### src/rtl/video_timing_gen.sv
// Parametrised raster timing generator: pixel coordinates, sync, data enable,
// line/frame strobes and a frame counter, advanced by a pixel clock-enable.
module video_timing_gen #(
   parameter int CORDW    = 10,
   parameter int H_ACTIVE = 640,
   parameter int H_FP     = 16,
   parameter int H_SYNC   = 96,
   parameter int H_BP     = 48,
   parameter int V_ACTIVE = 480,
   parameter int V_FP     = 10,
   parameter int V_SYNC   = 2,
   parameter int V_BP     = 33,
   parameter int H_POL    = 0,
   parameter int V_POL    = 0,
   parameter int FCW      = 16
) (
   input  logic             clk_pix,
   input  logic             rst_pix_n,
   input  logic             ce,
   output logic [CORDW-1:0] sx,
   output logic [CORDW-1:0] sy,
   output logic             hsync,
   output logic             vsync,
   output logic             de,
   output logic             line,
   output logic             frame,
   output logic [FCW-1:0]   frame_cnt
);

   localparam int H_TOTAL = H_ACTIVE + H_FP + H_SYNC + H_BP;
   localparam int V_TOTAL = V_ACTIVE + V_FP + V_SYNC + V_BP;

   localparam logic [CORDW-1:0] H_LAST = CORDW'(H_TOTAL - 1);
   localparam logic [CORDW-1:0] V_LAST = CORDW'(V_TOTAL - 1);

   // One extra bit so a boundary equal to 2^CORDW still compares correctly.
   localparam logic [CORDW:0] H_ACT_E  = (CORDW+1)'(H_ACTIVE);
   localparam logic [CORDW:0] HS_BEG   = (CORDW+1)'(H_ACTIVE + H_FP);
   localparam logic [CORDW:0] HS_END   = (CORDW+1)'(H_ACTIVE + H_FP + H_SYNC);
   localparam logic [CORDW:0] V_ACT_E  = (CORDW+1)'(V_ACTIVE);
   localparam logic [CORDW:0] VS_BEG   = (CORDW+1)'(V_ACTIVE + V_FP);
   localparam logic [CORDW:0] VS_END   = (CORDW+1)'(V_ACTIVE + V_FP + V_SYNC);

   localparam logic HP = 1'(H_POL);
   localparam logic VP = 1'(V_POL);

   if (H_ACTIVE == 0 || H_FP == 0 || H_SYNC == 0 || H_BP == 0 ||
       V_ACTIVE == 0 || V_FP == 0 || V_SYNC == 0 || V_BP == 0 ||
       H_TOTAL > (1 << CORDW) || V_TOTAL > (1 << CORDW)) begin : g_bad_params
      $error("video_timing_gen: illegal timing parameters");
   end

   logic [CORDW-1:0] r_sx;
   logic [CORDW-1:0] r_sy;
   logic             r_hs;
   logic             r_vs;
   logic             r_de;
   logic             r_line;
   logic             r_frame;
   logic [FCW-1:0]   r_fc;

   logic [CORDW-1:0] w_sx_nxt;
   logic [CORDW-1:0] w_sy_nxt;
   logic             w_hs_act;
   logic             w_vs_act;
   logic             w_de_nxt;
   logic             w_line_nxt;
   logic             w_frame_nxt;

   always_comb begin
      w_sx_nxt = r_sx;
      w_sy_nxt = r_sy;
      if (ce) begin
         if (r_sx == H_LAST) begin
            w_sx_nxt = '0;
            w_sy_nxt = (r_sy == V_LAST) ? '0 : r_sy + 1'b1;
         end else begin
            w_sx_nxt = r_sx + 1'b1;
         end
      end
   end

   // Decode on the next coordinates so sync/de line up with sx/sy.
   always_comb begin
      w_de_nxt    = ({1'b0, w_sx_nxt} < H_ACT_E) && ({1'b0, w_sy_nxt} < V_ACT_E);
      w_hs_act    = ({1'b0, w_sx_nxt} >= HS_BEG) && ({1'b0, w_sx_nxt} < HS_END);
      w_vs_act    = ({1'b0, w_sy_nxt} >= VS_BEG) && ({1'b0, w_sy_nxt} < VS_END);
      w_line_nxt  = ce && (w_sx_nxt == '0);
      w_frame_nxt = w_line_nxt && (w_sy_nxt == '0);
   end

   // Reset parks the raster on its last pixel so the first ce lands on (0,0).
   always_ff @(posedge clk_pix or negedge rst_pix_n) begin
      if (!rst_pix_n) begin
         r_sx    <= H_LAST;
         r_sy    <= V_LAST;
         r_hs    <= ~HP;
         r_vs    <= ~VP;
         r_de    <= 1'b0;
         r_line  <= 1'b0;
         r_frame <= 1'b0;
         r_fc    <= '1;
      end else if (ce) begin
         r_sx    <= w_sx_nxt;
         r_sy    <= w_sy_nxt;
         r_hs    <= ~(w_hs_act ^ HP);
         r_vs    <= ~(w_vs_act ^ VP);
         r_de    <= w_de_nxt;
         r_line  <= w_line_nxt;
         r_frame <= w_frame_nxt;
         if (w_frame_nxt) begin
            r_fc <= r_fc + 1'b1;
         end
      end else begin
         r_line  <= 1'b0;
         r_frame <= 1'b0;
      end
   end

   assign sx        = r_sx;
   assign sy        = r_sy;
   assign hsync     = r_hs;
   assign vsync     = r_vs;
   assign de        = r_de;
   assign line      = r_line;
   assign frame     = r_frame;
   assign frame_cnt = r_fc;

endmodule

### config.mk
export PLATFORM = sky130hd
export DESIGN_NAME = video_timing_gen
export DESIGN_NICKNAME = d
export VERILOG_FILES = /design/src/rtl/video_timing_gen.sv
export SDC_FILE = /design/constraint.sdc
export NUM_CORES = 1
export LEC_CHECK = 0
export ABC_AREA = 1
export ABC_CLOCK_PERIOD_IN_PS = 5150
export CAP_MARGIN = 20
export CORE_ASPECT_RATIO = 2
export CORE_UTILIZATION = 30
export CTS_CLUSTER_DIAMETER = 200
export CTS_CLUSTER_SIZE = 24
export DETAILED_ROUTE_END_ITERATION = 7
export PLACE_DENSITY = 0.49
export SETUP_SLACK_MARGIN = 0.5
export SLEW_MARGIN = 20
export SYNTH_ARGS = -nofsm -noshare
export SYNTH_HDL_FRONTEND = slang
export SYNTH_SLANG_ARGS = --single-unit
### constraint.sdc
create_clock -name clk_pix -period 5.15 [get_ports clk_pix]
set_input_delay 0.515 -clock clk_pix [delete_from_list [all_inputs] [get_ports clk_pix]]
set_output_delay 0.515 -clock clk_pix [all_outputs]
set_load 0.02 [all_outputs]
# [Word level (Yosys, flattened, before mapping)]
# Index checks and enable logic that the tools add are counted.
[word_totals] regBits=41 input_bits=3 output_inout_bits=41 word_cells=36
[op_classes] n_addsub=3 n_lt_le_gt_ge=6 n_eq_ne=2 mux=7 bitwise_logic=2 n_reduce_logical=8
[op_table] op="two-way mux 10 bit" n=5
[op_table] op="adder 10 x 1 -> 10 bit (second input constant)" n=2
[op_table] op="== test 10 bit (second input constant)" n=2
[op_table] op="logical NOT 10 bit" n=2
[op_table] op="< comparator 10 bit (second input constant)" n=2
[op_table] op="< comparator 10 x 9 -> 1 bit (second input constant)" n=2
[op_table] op="adder 16 x 1 -> 16 bit (second input constant)" n=1
[op_table] op=">= comparator 10 bit (second input constant)" n=1
[op_table] op=">= comparator 10 x 9 -> 1 bit (second input constant)" n=1
[op_table] op="logical AND 1 bit" n=5
[op_table] op="two-way mux 1 bit" n=2
[op_table] op="inverter 1 bit" n=2
[op_table] op="AND reduction 2 bit" n=1

# [Logic depth before layout (Yosys ltp)]
# Gate-level depths: netlist of the first run.
[logic_depth] word_depth=7 depth_mapped=16 mapped_depth_nobuf=15

# [Worst setup path before layout of the first run]
# OpenSTA, ideal clock, no wires.
[synth_path] kind="reg2reg" start="register r_sx[0] (netlist: sx[0])" end="register r_fc[6] (netlist: frame_cnt[6])" setup_time_ns=0.076 arrival_ns=2.071 t_required_ns=5.074 slack_ns=3.003 path_stages_with_launch=14 n_path_buf=1 synth_period_minus_slack_ns=2.147 cell_sequence="dfstp_2 -> ha_1 -> nand2_2 -> inv_2 -> nand3_2 -> nor2_4 -> nor2_2 -> nor2_4 -> nand4_4 -> nor2_8 -> nand3_4 -> buf_6 -> nand2_2 -> nand2_1"
[synth_between] elab_chain_cells=7 word_cells_on_any_way=11 cone_classes="add/sub: 1; eq/ne: 1; mux: 4; reduce/logical: 5"
[synth_rtl] item="start, declared" line_no="53" rtl="logic [CORDW-1:0] r_sx;"
[synth_rtl] item="start signal, assigned" line_no="104" rtl="r_sx <= w_sx_nxt;"
[synth_rtl] item="adder 10 x 1 -> 10 bit / == test 10 bit (equally long branches)" line_no="78, 74"
[synth_rtl] item="two-way mux 10 bit" line_no="74" rtl="if (r_sx == H_LAST) begin"
[synth_rtl] item="two-way mux 10 bit" line_no="73" rtl="if (ce) begin"
[synth_rtl] item="logical NOT 10 bit" line_no="88" rtl="w_line_nxt = ce && (w_sx_nxt == '0);"
[synth_rtl] item="logical AND 1 bit" line_no="88"
[synth_rtl] item="logical AND 1 bit (*)" line_no="89" rtl="w_frame_nxt = w_line_nxt && (w_sy_nxt == '0);"
[synth_rtl] item="AND reduction 2 bit (no line) (*)"
[synth_rtl] item="end signal, assigned" line_no="112" rtl="r_fc <= r_fc + 1'b1;"
[synth_rtl] item="end, declared" line_no="60" rtl="logic [FCW-1:0] r_fc;"
# Every way passes the cells marked *; elsewhere a longest branch is shown, timed or not.
# A chain may end at the register's enable or synchronous reset.

# [Worst setup path in the final report of the first run]
[layout_path] start="input ce" end="register r_fc[1] (netlist: frame_cnt[1])"
[layout_between] elab_chain_cells=5 word_cells_on_any_way=7 cone_classes="mux: 2; reduce/logical: 5"
[layout_rtl] item="start, declared" line_no="19" rtl="input logic ce,"
[layout_rtl] item="two-way mux 10 bit" line_no="73"
[layout_rtl] item="logical NOT 10 bit" line_no="88"
[layout_rtl] item="logical AND 1 bit" line_no="88"
[layout_rtl] item="logical AND 1 bit" line_no="89"
[layout_rtl] item="AND reduction 2 bit (no line) (*)"
# Marked as above.

==> flow_metrics.tcl, run 1 <==
set metrics [dict create \
    nets 416 \
    grt_max_degree 42 \
    synth-seq-cells 41 \
    crit_type "input port to flip-flop" \
    drtAntennaViolNets 0 \
    start_util_pct 31.1 \
    htreeDepth 2 \
    r2r_start "sx[0]$_DFFE_PN1P_" \
    first_pass_iters 4 \
    seq_area_frac_synth_pct 39.2 \
    wl_mm 7.13 \
    syn-instance-count 365 \
    crit_path_end "frame_cnt[1]$_DFFE_PN1P_" \
    total_power_mw 1.13 \
    register_area_mm2 0.00106 \
    layout_min_cycle_time_ns 2.82 \
    via_per_inst 4.80 \
    drive_gt1_share_pct 18.0 \
    p_leak_nw 1.57 \
    num_io_pins 44 \
    vias 2448 \
    place_area_mm2 0.00321 \
    reg2reg_depth 12 \
    routed.top_layer "met4" \
    insertion_delay_ns 0.29 \
    endpoint_kind "flip-flop" \
    fp.dieW_um 69.2 \
    crit_start "ce" \
    place_inst 502 \
    synthToLayoutAreaGrowth_pct 23.7 \
    rsz0062_at_grt "no" \
    avgSynthCellArea_um2 7.41 \
    numCtsBuffers 5 \
    crit_arrival_ns 3.03 \
    status "finished clean" \
    peakVddDrop_uv 150 \
    finalSetupViolCount 0 \
    clk_pin_slew_ns 0.06 \
    grt_remaining_overflow 0 \
    cts_tree "done" \
    synth_cell_types 27 \
    dr.first_iter.drc_count 143 \
    synth_warnings 0 \
    antenna_cells 0 \
    wl_met1_mm 2.62 \
    cts.sinks 41 \
    synth.net_count 372 \
    ctsResizeCount 0 \
    fill_cells 899 \
    maxCapViolCount 0 \
    wire_per_inst_um 14.0 \
    grt_pass1_wl_mm 11.8 \
    cp-start-kind "input port" \
    final_common_cell "nand2_1" \
    drc 0 \
    ff2ff_setup_slack_ns 2.61 \
    final_area_mm2 0.00335 \
    die_y_um 136 \
    post-route-period-util_pct 54.9 \
    slew_headroom_pct 39.4 \
    final_max_slew_viol_count 0 \
    max_freq_mhz 354 \
    portBuffers 43 \
    hold_class "input port to async pin" \
    multi_input_area_mm2 0.00141 \
    wl_met2_mm 4.11 \
    regToRegEndpoint "frame_cnt[1]$_DFFE_PN1P_" \
    hold_violations 0 \
    powerDensity_mw_per_mm2 337 \
    core_area_mm2 0.00871 \
    clock-root-buffer "clkbuf_16" \
    track_usage_pct 16.1 \
    ctsLongestPathBuffers 2 \
    grt_pass1_vias 2467 \
    setup_tns_ns 0 \
    holdBufCountCts 0 \
    die_area_mm2 0.00943 \
    antenna_found_initial 0 \
    most-common-layout-cells "nand2_1, inv_1, nand3_1" \
    wl_met3_um 201 \
    synth_area_mm2 0.00271 \
    gp_congestion 0.892 \
    worstPathMaxFanout 18 \
    fin_worst_skew_ns 0.00875 \
    cts_setup_buffers 0 \
    rows 48 \
    worst_slew_pin_slew_ns 0.908 \
    final_util_pct 38.4 \
    critPathRequiredTime_ns 5.36 \
    detailed_place_hpwl_mm 5.54 \
    post_layout_nonfiller_instances 510 \
]
[final cells by class]
cell class                 count  area share (%)
clock buffer                   7            3.96
clock inverter                 1           0.150
inverter                      50            5.64
sequential                    41            31.7
multi-input combinational    268            42.1
tap                          100            3.74
timing repair buffer          43            12.7
[synth_stat cells]
cell | n | share of area [%]
a41oi_1 | 1 | 0.32
buf_2 | 2 | 0.37
buf_4 | 2 | 0.55
buf_6 | 2 | 0.83
clkinv_2 | 1 | 0.18
dfrtp_1 | 13 | 12
dfstp_2 | 28 | 27
ha_1 | 4 | 1.8
inv_1 | 47 | 6.5
inv_2 | 2 | 0.28
nand2_1 | 108 | 15
nand2_2 | 18 | 4.2
nand3_1 | 44 | 8.1
nand3_2 | 4 | 1.5
nand3_4 | 1 | 0.65
nand3b_1 | 1 | 0.28
nand4_1 | 14 | 3.2
nand4_4 | 1 | 0.79
nor2_1 | 36 | 5.0
nor2_2 | 4 | 0.92
nor2_4 | 7 | 2.9
nor2_8 | 1 | 0.74
nor3_1 | 2 | 0.37
nor4_1 | 2 | 0.46
o21ai_0 | 5 | 0.92
xnor2_1 | 9 | 2.9
xor2_1 | 6 | 1.9
[metrics by stage]
stage	setup slack (ns)	hold WS, ns
2_1_floorplan	3.00	0.219
3_3_place_gp	2.03	0.472
3_5_place_dp	1.98	0.480
4_1_cts	2.26	0.411
5_1_grt	2.11	0.457
6_report	2.33	0.354
[report_power, final]
group          total [mW]  leakage [nW]  internal (mW)  switching (mW)
clock               0.304        0.0679          0.179           0.125
sequential          0.454         0.450          0.380          0.0743
combinational       0.368          1.05          0.134           0.234
[cell families after synthesis]
logic type	synth area share, %
and+or+nand+nor	44.1
buffers and inverters	8.74
DFF	39.2
xor gates and xnor gates	4.85
AOI/OAI and AO/OA	1.25
adders and majority gates	1.85
[flip-flops by register name, indices dropped and copies added, names as in the netlist]
register / count
frame_cnt: 16
sx: 10
sy: 10
de: 1
frame: 1
hsync: 1
line: 1
vsync: 1
[critical path, cell delays in order]
cell and delay [ns]:
clkdlybuf4s50_1 0.84, nand2_2 0.18, inv_2 0.11, nand3_2 0.10, nor2_4 0.23, nor2_2 0.10
nor2_4 0.11, nand4_4 0.12, nor2_8 0.25, nand3_4 0.28, nand2_1 0.13, nand2_1 0.06
[worst min-delay path by stage]
stage | endpoint | slack, ns | cells after the start
final | sy[6]$_DFFE_PN0P_ | 0.35 | 1
after global routing | sy[7]$_DFFE_PN0P_ | 0.46 | 1
after CTS | sy[6]$_DFFE_PN0P_ | 0.41 | 1
after detailed placement | de$_DFFE_PN0P_ | 0.48 | 2
after global placement | de$_DFFE_PN0P_ | 0.47 | 2
after floorplan | de$_DFFE_PN0P_ | 0.22 | 0
[per-layer routing]
metal / vias to the layer above / global-route usage, %
met4: 0 / 7.94
met2: 47 / 32.7
met5: - / 0
met1: 1148 / 15.1
li1: 1239 / -
met3: 14 / 2.37
Note: power is estimated with default switching activity, not from simulation.
==> run 2: changes to the inputs <==
- ABC_CLOCK_PERIOD_IN_PS: 5150 -> 2710
- clock period: 5.15 -> 2.71 ns (I/O delays scaled with it)
==> flow_metrics.tcl, run 2 (same netlist as run 1, synthesis figures left out) <==
set metrics [dict create \
    status "finished clean" \
    rows 48 \
    place_area_mm2 0.00324 \
    first_pass_iters 4 \
    grt_pass1_wl_mm 12.8 \
    holdBufCountCts 0 \
    antenna_cells 0 \
    rsz0062_at_grt "yes" \
    fp.dieW_um 69.2 \
    num_io_pins 44 \
    critPathRequiredTime_ns 2.93 \
    via_per_inst 4.85 \
    nets 438 \
    final_max_slew_viol_count 0 \
    total_power_mw 2.34 \
    max_freq_mhz 459 \
    antenna_found_initial 0 \
    crit_type "flip-flop to flip-flop" \
    htreeDepth 2 \
    numCtsBuffers 5 \
    insertion_delay_ns 0.29 \
    wire_per_inst_um 14.9 \
    grt_pass1_vias 2586 \
    wl_mm 7.94 \
    cts_tree "done" \
    endpoint_kind "flip-flop" \
    die_area_mm2 0.00943 \
    register_area_mm2 0.00106 \
    maxCapViolCount 0 \
    clk_pin_slew_ns 0.06 \
    start_util_pct 31.1 \
    clock-root-buffer "clkbuf_16" \
    post-route-period-util_pct 80.3 \
    fin_worst_skew_ns 0.00771 \
    grt_max_degree 42 \
    die_y_um 136 \
    place_ws_ns 0.152 \
    final_util_pct 42.3 \
    track_usage_pct 17.6 \
    powerDensity_mw_per_mm2 634 \
    finalSetupViolCount 0 \
    drtAntennaViolNets 0 \
    cts.sinks 41 \
    core_area_mm2 0.00871 \
    multi_input_area_mm2 0.00153 \
    final_common_cell "nand2_1" \
    crit_arrival_ns 2.40 \
    gp_congestion 0.876 \
    vias 2582 \
    p_leak_nw 1.72 \
    largest_reg_flops 16 \
    fill_cells 902 \
    portBuffers 43 \
    setup_ws_ns 0.533 \
    peakVddDrop_uv 342 \
    hold_violations 0 \
    slew_headroom_pct 36.3 \
    detailed_place_hpwl_mm 5.64 \
    worst_slew_pin_slew_ns 0.956 \
    ctsLongestPathBuffers 2 \
    worstPathMaxFanout 17 \
    synthToLayoutAreaGrowth_pct 36.1 \
    hold_class "input port to async pin" \
    setup_tns_ns 0 \
    drc 0 \
    grt_remaining_overflow 0 \
    final_area_mm2 0.00368 \
    most-common-layout-cells "nand2_1, inv_1, clkdlybuf4s50_1" \
    dr.first_iter.drc_count 97 \
    drive_gt1_share_pct 28.2 \
    layout_min_cycle_time_ns 2.18 \
    cp-start-kind "flip-flop" \
]
==> run 2: layer usage <==
| layer | wire, um | global-route usage, % |
|---|---|---|
| met5 | 0 | 0 |
| met2 | 4610 | 35.2 |
| met1 | 2850 | 16.8 |
| met4 | 272 | 9.98 |
| met3 | 205 | 2.22 |
==> run 2: timing repair <==
item / in CTS / in global routing
setup endpoints to repair: 17 / 19
gates resized for setup: 11 / 23
pin swaps: 9 / 13
gates cloned: 1 / 0
buffers inserted: 7 / 10
==> run 2: final timing paths <==
check                                            endpoint  slack [ns]              start  cells past startpoint
worst min-delay path                    sy[6]$_DFFE_PN0P_        0.13          rst_pix_n                      1
worst max register to register  frame_cnt[15]$_DFFE_PN1P_        0.53  sy[0]$_DFFE_PN0P_                     14
min in group clk_pix                       de$_DFFE_PN0P_        0.49     de$_DFFE_PN0P_                      2
worst min register to register             de$_DFFE_PN0P_        0.49     de$_DFFE_PN0P_                      2
max in group asynchronous               sy[0]$_DFFE_PN0P_        1.92          rst_pix_n                      1
worst max-delay path            frame_cnt[15]$_DFFE_PN1P_        0.53  sy[0]$_DFFE_PN0P_                     14
==> run 2: layout make-up <==
class	count	area share (%)
Multi-Input combinational cell	269	41.6
Tap cell	100	3.40
Timing Repair Buffer	64	16.6
Clock inverter	1	0.136
Clock buffer	7	4.15
Inverter	50	5.20
Sequential cell	41	28.9
==> run 2: report_power, final <==
| part | internal (mW) | switching (mW) |
|---|---|---|
| clock network | 0.390 | 0.249 |
| registers | 0.722 | 0.123 |
| logic | 0.324 | 0.526 |
==> run 2: through the flow <==
step / instances / hold WS, ns
finish: 532 / 0.131
global route: 532 / 0.224
CTS: 522 / 0.184
detailed placement: 506 / 0.483
global placement: 506 / 0.473
floorplan: 365 / -0.0246
==> run 2: critical path, stage by stage, from the launching register on <==
cell,delay [ns]
dfrtp_2,0.36
buf_4,0.13
ha_1,0.21
nand4_1,0.18
nor2_1,0.20
nand2_2,0.10
nand2_2,0.07
nand2_2,0.08
nor2_1,0.10
nand3_1,0.12
nor2_4,0.18
nand3_4,0.09
buf_12,0.16
nand2_1,0.06
nand2_1,0.05
==> run 3: changes to the inputs <==
- ABC_CLOCK_PERIOD_IN_PS: 2710 -> 2000
- PLACE_DENSITY: 0.49 -> 0.51
- clock period: 2.71 -> 2 ns (I/O delays scaled with it)
==> flow_metrics.tcl, run 3 (same netlist as run 1, synthesis figures left out) <==
set metrics [dict create \
    maxCapViolCount 0 \
    crit_type "flip-flop to flip-flop" \
    most-common-layout-cells "nand2_1, buf_4, nand2_2" \
    layout_min_cycle_time_ns 2.15 \
    pwr-share-clk_pct 27.5 \
    detailed_place_hpwl_mm 6.22 \
    portBuffers 43 \
    wl_mm 8.73 \
    p_leak_nw 2.18 \
    endpoint_kind "flip-flop" \
    htreeDepth 2 \
    die_area_mm2 0.00943 \
    nets 497 \
    slew_headroom_pct 64.7 \
    drc 0 \
    setup_ws_ns -0.155 \
    final_max_slew_viol_count 0 \
    switching_share_pct 36.1 \
    gp_congestion 0.822 \
    grt_remaining_overflow 0 \
    core_area_mm2 0.00871 \
    grt_pass1_vias 2779 \
    critPathRequiredTime_ns 2.23 \
    worst_slew_pin_slew_ns 0.529 \
    p_comb_share_pct 43.8 \
    violations "setup timing" \
    grt_max_degree 42 \
    drtAntennaViolNets 0 \
    synthToLayoutAreaGrowth_pct 62.3 \
    final_common_cell "nand2_1" \
    clk_pin_slew_ns 0.06 \
    fp.dieW_um 69.2 \
    wire_per_inst_um 14.8 \
    crit_arrival_ns 2.39 \
    peakVddDrop_uv 429 \
    track_usage_pct 18.5 \
    finalSetupViolCount 21 \
    start_util_pct 31.1 \
    numCtsBuffers 5 \
    rsz0062_at_grt "yes" \
    die_y_um 136 \
    powerDensity_mw_per_mm2 872 \
    clock-root-buffer "clkbuf_16" \
    total_power_mw 3.83 \
    place_area_mm2 0.00371 \
    cp-start-kind "flip-flop" \
    rows 48 \
    via_per_inst 4.79 \
    hold_class "flip-flop to flip-flop" \
    antenna_cells 0 \
    drive_gt1_share_pct 46.8 \
    p_int_mw 2.45 \
    first_pass_iters 4 \
    max_freq_mhz 464 \
    seqPwrFrac_pct 28.6 \
    status "finished, violations left" \
    dr.first_iter.drc_count 84 \
    vias 2829 \
    grt_pass1_wl_mm 13.5 \
    fill_cells 853 \
    post-route-period-util_pct 108 \
    ctsLongestPathBuffers 2 \
    antenna_found_initial 0 \
    cts.sinks 41 \
    largest_reg_flops 16 \
    cts_tree "done" \
    p_switching_mw 1.38 \
    final_area_mm2 0.00439 \
    num_io_pins 44 \
    insertion_delay_ns 0.29 \
    setup_tns_ns -2.58 \
    fin_worst_skew_ns 0.00666 \
    hold_violations 0 \
    worstPathMaxFanout 8 \
]
[run 3: cell count changes in the layout (fill, tap and decap cells not counted), moves of 6 or more]
cell / delta
buf_4: +37
buf_6: +19
clkdlybuf4s50_1: -38
dlygate4sd2_1: +30
inv_1: -10
inv_2: +9
nand2_1: -14
nand2_2: +12
nand3_1: -10
nand3_2: +9
nor2_1: -8
nor2_2: +6
[run 3: layout make-up]
| type | count | area, um2 | area share (%) |
|---|---|---|---|
| Timing Repair Buffer | 123 | 1120 | 25.5 |
| Clock buffer | 5 | 125 | 2.85 |
| Clock inverter | 3 | 65.1 | 1.48 |
| Sequential cell | 41 | 1060 | 24.2 |
| Tap cell | 100 | 125 | 2.85 |
| Multi-Input combinational cell | 269 | 1700 | 38.7 |
| Inverter | 50 | 194 | 4.41 |
[run 3: path summary, 6_finish.rpt]
check                      depth (start not counted)         startpoint  slack (ns)                        end
max                                               14  sx[0]$_DFFE_PN1P_       -0.15  frame_cnt[15]$_DFFE_PN1P_
min                                                2  vsync$_DFFE_PN1P_        0.49          vsync$_DFFE_PN1P_
max reg2reg                                       14  sx[0]$_DFFE_PN1P_       -0.15  frame_cnt[15]$_DFFE_PN1P_
min reg2reg                                        2  vsync$_DFFE_PN1P_        0.49          vsync$_DFFE_PN1P_
max in group asynchronous                          3          rst_pix_n        1.11          sx[2]$_DFFE_PN1P_
min in group asynchronous                          3          rst_pix_n        0.50             de$_DFFE_PN0P_
[run 3: timing repair]
action,4_1_cts,5_1_grt
gates resized for setup,94,61
endpoints found under the setup margin,74,43
hold buffers,1,0
cloned,1,2
pin swaps,28,18
setup buffers,9,8
hold endpoints to repair,7,0
[run 3: layer usage]
metal / routed length [um] / part of all wire (%) / GRT usage [%] / vias to the layer above
met3: 191 / 2.2 / 2.22 / 15
li1: - / - / - / 1397
met5: 0 / 0 / 0 / -
met2: 5220 / 60 / 36.9 / 64
met4: 301 / 3.4 / 10.2 / 0
met1: 3010 / 35 / 17.8 / 1353
[run 3: power groups by stage]
stage                     combinational (mW)  clock, mW  sequential [mW]
after floorplan                        0.583          0             1.24
after detailed placement                1.49          0             1.10
after global placement                  1.48          0             1.09
after global routing                    1.82       1.11             1.11
final                                   1.68       1.06             1.10
after CTS                               1.59       1.08             1.09
[run 3: worst max-delay path: stages, from the launching register on]
cell and delay [ns]:
dfstp_2 0.56, ha_4 0.16, nand2_4 0.06, inv_4 0.08, nand3_4 0.09, nor2_4 0.21, nand2_1 0.09, nand2_2 0.12
nand2_2 0.07, nor2_2 0.09, nand2_2 0.08, nor2_4 0.17, clkbuf_16 0.18, nand3_1 0.06, nand2_1 0.06
[run 3: metrics by stage]
step	cells	hold WS, ns	setup WS [ns]	util (%)
floorplan	365	-0.0956	-0.0895	-
global placement	562	0.306	-0.417	42.7
detailed placement	562	0.304	-0.465	42.7
CTS	581	0.488	-0.153	47.2
global route	591	0.491	-0.296	50.4
finish	591	0.485	-0.155	50.4
